**src/rtl/alu_issue_pkg.sv**
```systemverilog
// Shared definitions for the alu_issue_seq operand-issue/writeback sequencer.
package alu_issue_pkg;

  typedef enum logic [2:0] {
    OP_ADD = 3'b000,
    OP_SUB = 3'b001,
    OP_AND = 3'b010,
    OP_OR  = 3'b011,
    OP_SLT = 3'b100
  } alu_op_e;

  typedef enum logic [1:0] {
    IDLE,
    ISSUE,
    WB
  } state_e;

endpackage

```
**src/rtl/alu_regfile.sv**
```systemverilog
// Register file for alu_issue_seq: two combinational operand reads, one debug read,
// one synchronous write, async active-low clear, entry 0 hardwired to zero.
module alu_regfile #(
  parameter int NREGS = 8,
  parameter int AW    = 3,
  parameter int DW    = 32
) (
  input  logic          clk,
  input  logic          rst,
  input  logic [AW-1:0] ra_addr,
  output logic [DW-1:0] ra_data,
  input  logic [AW-1:0] rb_addr,
  output logic [DW-1:0] rb_data,
  input  logic [AW-1:0] dbg_addr,
  output logic [DW-1:0] dbg_data,
  input  logic          we,
  input  logic [AW-1:0] waddr,
  input  logic [DW-1:0] wdata
);

  logic [DW-1:0] mem [NREGS];

  always_ff @(posedge clk or negedge rst) begin
    if (!rst) begin
      mem <= '{default: '0};
    end else if (we && (waddr != '0)) begin
      mem[waddr] <= wdata;
    end
  end

  always_comb begin
    ra_data  = (ra_addr  == '0) ? '0 : mem[ra_addr];
    rb_data  = (rb_addr  == '0) ? '0 : mem[rb_addr];
    dbg_data = (dbg_addr == '0) ? '0 : mem[dbg_addr];
  end

endmodule

```
**src/rtl/alu_issue_seq.sv**
```systemverilog
// Operand-issue and writeback sequencer in front of alutoResult (1 instruction per 3 cycles).
// Optional ALU_ISSUE_PERF_EN adds perf_cnt, a wrapping count of done pulses.
module alu_issue_seq
  import alu_issue_pkg::*;
#(
  parameter int NREGS = 8,
  parameter int AW    = 3,
  parameter int DW    = 32
) (
  input  logic          clk,
  input  logic          rst,
  input  logic          in_valid,
  output logic          in_ready,
  input  logic [2:0]    in_op,
  input  logic [AW-1:0] in_rs,
  input  logic [AW-1:0] in_rt,
  input  logic [AW-1:0] in_rd,
  input  logic          in_use_imm,
  input  logic [DW-1:0] in_imm,
  output logic [DW-1:0] alu_A,
  output logic [DW-1:0] alu_B,
  output logic [2:0]    alu_ALUOp,
  input  logic          alu_Zero,
  input  logic [DW-1:0] alu_Result,
  output logic          done,
  output logic [AW-1:0] done_rd,
  output logic [DW-1:0] done_data,
  output logic          done_zero,
  input  logic [AW-1:0] dbg_addr,
  output logic [DW-1:0] dbg_data
`ifdef ALU_ISSUE_PERF_EN
  ,
  output logic [31:0]   perf_cnt
`endif
);

  state_e        state;
  logic [AW-1:0] rd_q;
  logic          zero_q;
  logic [DW-1:0] ra_data;
  logic [DW-1:0] rb_data;

  alu_regfile #(
    .NREGS (NREGS),
    .AW    (AW),
    .DW    (DW)
  ) u_rf (
    .clk      (clk),
    .rst      (rst),
    .ra_addr  (in_rs),
    .ra_data  (ra_data),
    .rb_addr  (in_rt),
    .rb_data  (rb_data),
    .dbg_addr (dbg_addr),
    .dbg_data (dbg_data),
    .we       (state == WB),
    .waddr    (rd_q),
    .wdata    (alu_Result)
  );

  // Operands are resolved from the register file at the accept edge and held in the
  // alu_A/alu_B/alu_ALUOp registers, so they are stable for the whole ISSUE cycle;
  // only rd needs a separate latch.
  always_ff @(posedge clk or negedge rst) begin
    if (!rst) begin
      state     <= IDLE;
      in_ready  <= 1'b1;
      rd_q      <= '0;
      zero_q    <= 1'b0;
      alu_A     <= '0;
      alu_B     <= '0;
      alu_ALUOp <= '0;
      done      <= 1'b0;
      done_rd   <= '0;
      done_data <= '0;
      done_zero <= 1'b0;
    end else begin
      done <= 1'b0;
      case (state)
        IDLE: begin
          if (in_valid) begin
            alu_A     <= ra_data;
            alu_B     <= in_use_imm ? in_imm : rb_data;
            alu_ALUOp <= in_op;
            rd_q      <= in_rd;
            in_ready  <= 1'b0;
            state     <= ISSUE;
          end
        end
        ISSUE: begin
          zero_q <= alu_Zero;
          state  <= WB;
        end
        WB: begin
          done      <= 1'b1;
          done_rd   <= rd_q;
          done_data <= alu_Result;
          done_zero <= zero_q;
          in_ready  <= 1'b1;
          state     <= IDLE;
        end
        default: begin
          in_ready <= 1'b1;
          state    <= IDLE;
        end
      endcase
    end
  end

`ifdef ALU_ISSUE_PERF_EN
  always_ff @(posedge clk or negedge rst) begin
    if (!rst) begin
      perf_cnt <= '0;
    end else if (state == WB) begin
      perf_cnt <= perf_cnt + 32'd1;
    end
  end
`endif

endmodule

```
**config.mk**
```make
export PLATFORM = sky130hd
export DESIGN_NAME = alu_issue_seq
export DESIGN_NICKNAME = d
export VERILOG_FILES = /design/src/rtl/alu_issue_pkg.sv /design/src/rtl/alu_regfile.sv /design/src/rtl/alu_issue_seq.sv
export SDC_FILE = /design/constraint.sdc
export NUM_CORES = 1
export LEC_CHECK = 0
export ABC_AREA = 0
export CELL_PAD_IN_SITES_DETAIL_PLACEMENT = 1
export CELL_PAD_IN_SITES_GLOBAL_PLACEMENT = 2
export CORE_MARGIN = 2
export CORE_UTILIZATION = 33
export DETAILED_ROUTE_END_ITERATION = 7
export PLACE_DENSITY_LB_ADDON = 0.1
export SYNTH_ARGS = -nofsm -noshare
export SYNTH_HDL_FRONTEND = slang
export SYNTH_SLANG_ARGS = --single-unit
```
**constraint.sdc**
```tcl
create_clock -name clk -period 4.3 [get_ports clk]
set_input_delay 0.43 -clock clk [delete_from_list [all_inputs] [get_ports clk]]
set_output_delay 0.43 -clock clk [all_outputs]
set_load 0.005 [all_outputs]
```
==> results of run 1 <==
## through the flow
stage / hold WS [ps] / power [mW] / area (sq um)
after floorplan: 134 / 8.24 / 18100
after global placement: 457 / 10.3 / 20900
after detailed placement: 465 / 10.4 / 20900
after CTS: 355 / 14.2 / 22400
after global routing: 387 / 14.9 / 22400
final: 386 / 14.0 / 22400
## registers in the layout, summed over array words and instances, names as in the netlist
name / count
state: 2
done_rd: 3
done_data: 32
alu_ALUOp: 3
in_ready: 1
done_zero: 1
done: 1
alu_A: 32
alu_B: 32
u_rf.mem: 224
rd_q: 3
zero_q: 1
## final cells by class
class | count | share of cell area [%]
clock inverter | 5 | 0.336
tap | 696 | 3.89
multi-input combinational | 1052 | 40.6
inverter | 19 | 0.341
sequential | 335 | 37.5
clock buffer | 69 | 6.02
antenna | 1 | 0.0112
timing repair buffer | 259 | 11.4
## metal layers
layer	track usage, %	vias up	share of wire, %
met5	0	-	0.024
met4	7.18	2	2.4
met3	3.63	93	5.0
met2	39.1	369	47
met1	32.9	7237	45
li1	-	6059	-
## cells in the final DEF, fill, tap and decap left out, types with 11 or more instances in the layout
cell / n
nor2_1: 60
a21oi_1: 26
a31oi_1: 17
nor2b_1: 14
o22a_1: 16
clkbuf_1: 11
a211o_1: 13
clkbuf_16: 45
o31a_1: 17
o221ai_1: 16
a211oi_1: 23
inv_1: 17
o21ai_0: 33
o22ai_1: 44
a22oi_1: 56
nand2_1: 177
clkdlybuf4s50_1: 209
a221oi_1: 28
clkbuf_8: 13
mux2_2: 309
dfrtp_1: 334
buf_4: 35
mux2_4: 30
o31ai_1: 15
mux2i_1: 98
mux4_2: 33
## worst min-delay path: stages
cell	delay, ps
clkdlybuf4s50_1	390
nand2_1	60
nand2_1	40
## worst min path at each step
| stage | from | endpoint | cells after the start |
|---|---|---|---|
| 6_report | in_op[1] | alu_ALUOp[1] | 3 |
| 5_1_grt | in_op[2] | alu_ALUOp[2] | 3 |
| 4_1_cts | in_op[1] | alu_ALUOp[1] | 3 |
| 3_5_place_dp | done_data[16] | done_data[16] | 2 |
| 3_3_place_gp | zero_q | done_zero | 2 |
| 2_1_floorplan | rst | alu_ALUOp[0] | 0 |
## kinds of logic after synthesis
kind of cell	Yosys count
multiplexers	470
AO/OA/AOI/OAI	307
flip-flops	335
AND/OR/NAND/NOR	275
buffers and inverters	154
## report_power, final
group	total, mW	internal, mW	switching, mW
combinational	4.64	2.88	1.76
sequential	5.73	4.46	1.26
clock	3.66	2.24	1.42
==> impl_metrics.tcl, run 1 <==
set metrics [dict create \
    status "finished clean" \
    cts_resized 0 \
    critical_path.slowest_cell "nor2b_4" \
    path_cells "buf_4 -> nor2b_4 -> buf_4 -> a22oi_1 -> o21ai_0 -> clkdlybuf4s50_1" \
    syn2layout_area_growth_pct 23.8 \
    dp_slack_ps 1080 \
    final_layout_size_suffix_gt1_share_pct 29.1 \
    synth_top_cell_area_share_pct 46.3 \
    r2r_slack_ps 1530 \
    crit_family "buffers and inverters" \
    cp_max_fo 29 \
    htreeDepth 2 \
    via_per_inst 5.65 \
    die_y_microns 238 \
    synthesis.nets 1625 \
    clkSinkCount 335 \
    worstSetupPathType "input port to primary output" \
    synth_compound_area_share_pct 12.2 \
    fillers 5635 \
    drt_wl_total_microns 67500 \
    synth_cell_type_count 41 \
    timing.final.ws_setup_ps 1040 \
    hold_viol 0 \
    yosys-top-cells-count "dfrtp_1, mux2_2, nand2_1" \
    ys_warn_count 0 \
    grt_max_degree 108 \
    via_count 13800 \
    reg2reg_from "state[0]" \
    wl_per_cell_microns 27.7 \
    crit_end "dbg_data[9]" \
    synth_edf_count 0 \
    fin_util_pct 41.5 \
    core_area_sq_mm 0.0539 \
    die_w_microns 238 \
    final-max-slew-violation-count 0 \
    tritoncts "built" \
    clk_pin_slew_ps 60 \
    maxCapViolCount 0 \
    worstSkewPairLatency_ps 580 \
    critPathLaunchType "input port" \
    setup_viol 0 \
    grt_pass1_wl_microns 101000 \
    antenna_left 0 \
    rsz0062_at_grt "no" \
    crit_start "dbg_addr[0]" \
    regArea_sq_mm 0.00838 \
    yosys.area_share.simple_pct 6.36 \
    avgSynthCellArea_sq_um 11.7 \
    drc 0 \
    place_hpwl_microns 40100 \
    worstRegToRegCells 6 \
    period_minus_slack_ps 3260 \
    leakagePower_nw 9.69 \
    yosysTopAreaCell "dfrtp_1" \
    synth_most_common_cell "dfrtp_1" \
    grt_pass1_vias 14800 \
    slew_headroom_pct 30.7 \
    drt_iter0_markers 791 \
    worstPathBufferInverterCount 3 \
    dp.cells 2360 \
    post_cts_buffers 0 \
    crit_required_ps 3870 \
    critPathCaptureType "primary output" \
    gp_congestion 0.765 \
    root_buffer "clkbuf_16" \
    fin_skew_ps 14.4 \
    worst_pin_slew_ps 1040 \
    max_stage_delay_ps 600 \
    cts_buffers 42 \
    grtUsageTotal_pct 23.9 \
    ios 221 \
    synth.area.mux_share_pct 31.3 \
    syn_area_sq_mm 0.0181 \
    ys_async_sr_fraction_pct 100 \
    synth-xor-area-share_pct 0 \
    reg2reg_to "u_rf.mem[4]" \
    fin_nets 1793 \
    yosys_register_bits 335 \
    grt-ovfl-total 0 \
    min_period_over_period_pct 75.9 \
    critPathMostFrequentCell "buf_4" \
    fmax_mhz 306 \
    crit_arrival_ps 2830 \
    multiInputGateArea_sq_mm 0.00907 \
    start_util_pct 33.5 \
    cts_buffer_depth 3 \
    io_buffers 220 \
    synth-seq-area-share_pct 46.4 \
    worstHoldPathType "input port to flip-flop" \
    final_cell_count_no_fill 2436 \
    synthAdderAreaFrac_pct 0 \
    dieArea_sq_mm 0.0566 \
    rows 85 \
    antenna_found_initial 2 \
    synthTopCellsByArea "dfrtp_1, mux2_2, mux2i_1" \
    crit_cells 6 \
    ir_worst_vdd_mv 0.287 \
    synth_top_family_by_area "multiplexers" \
    netlist_instances 1541 \
    ys.flop_type "dfrtp_1" \
    hold_buffers 1 \
    setup-tns-final_ps 0 \
    drtPass1Iterations 5 \
    cellPowerDensity_mw_per_mm2 627 \
]
Note: power is estimated with default switching activity, not from simulation.
==> inputs of run 2 (changes only) <==
Clock period 4.3 ns to 3.1 ns, I/O delays scaled along.
==> run 2 against run 1 <==
Compared with the run above:
- routed wire length rose by 0.33%
- clock-buffer cell count down 11
- critical path type unchanged
- power increased by 37%
- largest cell class unchanged
- sequential share of layout area decreased by 0.23 points
==> impl_metrics.tcl, run 2 (synthesized netlist as in run 1, its figures left out) <==
set metrics [dict create \
    worstSetupPathType "input port to primary output" \
    gp_congestion 0.751 \
    grtUsageTotal_pct 23.9 \
    die_w_microns 238 \
    wl_per_cell_microns 27.8 \
    largest_reg_flops 224 \
    syn2layout_area_growth_pct 24.6 \
    worst_pin_slew_ps 1050 \
    io_buffers 220 \
    root_buffer "clkbuf_16" \
    drt_iter0_markers 945 \
    layout_commonest_cell "dfrtp_1" \
    setup_viol 0 \
    hold_ws_ps 279 \
    core_area_sq_mm 0.0539 \
    maxCapViolCount 0 \
    cellPowerDensity_mw_per_mm2 853 \
    cts_buffer_depth 3 \
    fin_skew_ps 9.87 \
    num_antenna_cells 0 \
    antenna_found_initial 1 \
    dieArea_sq_mm 0.0566 \
    clkSinkCount 335 \
    ir_worst_vdd_mv 0.361 \
    crit_required_ps 2790 \
    hold_viol 0 \
    grt_max_degree 88 \
    cts_buffers 42 \
    drtPass1Iterations 5 \
    rows 85 \
    fin_nets 1804 \
    grt_pass1_vias 14700 \
    drt_wl_total_microns 67700 \
    crit_arrival_ps 2410 \
    r2r_slack_ps 770 \
    min_period_over_period_pct 87.9 \
    fillers 5654 \
    antenna_left 0 \
    crit_start "dbg_addr[1]" \
    grt-ovfl-total 0 \
    reg2reg_from "state[1]" \
    die_y_microns 238 \
    grt_pass1_wl_microns 100000 \
    worstSkewPairLatency_ps 570 \
    via_per_inst 5.70 \
    final_layout_size_suffix_gt1_share_pct 29.3 \
    drc 0 \
    final_cell_mix "dfrtp_1, mux2_2, clkdlybuf4s50_1" \
    tritoncts "built" \
    place_hpwl_microns 40800 \
    fmax_mhz 367 \
    slew_headroom_pct 29.8 \
    critPathLaunchType "input port" \
    via_count 13900 \
    clk_pin_slew_ps 50 \
    power.total_mw 19.2 \
    ios 221 \
    final-max-slew-violation-count 0 \
    rsz0062_at_grt "no" \
    start_util_pct 33.5 \
    setup-tns-final_ps 0 \
    htreeDepth 2 \
    largest_register "u_rf.mem" \
    post_cts_buffers 0 \
    period_minus_slack_ps 2720 \
    worstHoldPathType "input port to flip-flop" \
    status "finished clean" \
    hp-start "in_rd[0]" \
    leakagePower_nw 9.74 \
    critPathCaptureType "primary output" \
    cp_max_fo 21 \
]
## run 2: final cells by class
class / instances / area (sq um) / area share, %
Multi-Input combinational cell: 1052 / 9070 / 40.3
Sequential cell: 335 / 8380 / 37.3
Timing Repair Buffer: 270 / 2820 / 12.5
Clock buffer: 58 / 1180 / 5.25
Tap cell: 696 / 871 / 3.87
Clock inverter: 8 / 93.8 / 0.417
Inverter: 19 / 76.3 / 0.339
## run 2: metrics by stage
| step | area [sq um] | instances | setup slack, ps | utilization, % |
|---|---|---|---|---|
| floorplan | 18100 | 1541 | 1300 | - |
| global placement | 21200 | 2371 | 381 | 39.3 |
| detailed placement | 21200 | 2371 | 429 | 39.3 |
| CTS | 22500 | 2438 | 432 | 41.7 |
| global route | 22500 | 2438 | 336 | 41.7 |
| finish | 22500 | 2438 | 377 | 41.7 |
## run 2: report_power, final
part	internal, mW	switching (mW)
Clock	2.80	1.95
Sequential	6.19	1.77
Combinational	4.03	2.46
Total	13.0	6.18
## run 2: worst paths after layout
kind,to,depth (start not counted)
worst max-delay path,dbg_data[21],6
worst min-delay path,rd_q[0],3
worst max register to register,u_rf.mem[122],5
worst min register to register,done_data[8],2
max in group asynchronous,u_rf.mem[187],3
min in group asynchronous,done_data[7],2
## run 2: per-layer routing
metal	share of wire (%)	up-vias	routed length (microns)	global-route usage [%]
li1	-	6085	-	-
met1	47	7293	31800	34.4
met2	46	411	30800	37.2
met3	5.1	102	3480	4.22
met4	2.3	2	1560	6.25
met5	0.019	-	13	0
## run 2: timing repair
action | 4_1_cts | 5_1_grt
resized for setup | 0 | 0
hold buffers | 1 | 0
endpoints found under the hold margin | 58 | 0
## run 2: critical path, cell delays in order
cell	delay, ps
buf_4	350
nor2b_4	230
buf_4	280
a22oi_1	130
o21ai_0	460
clkdlybuf4s50_1	630
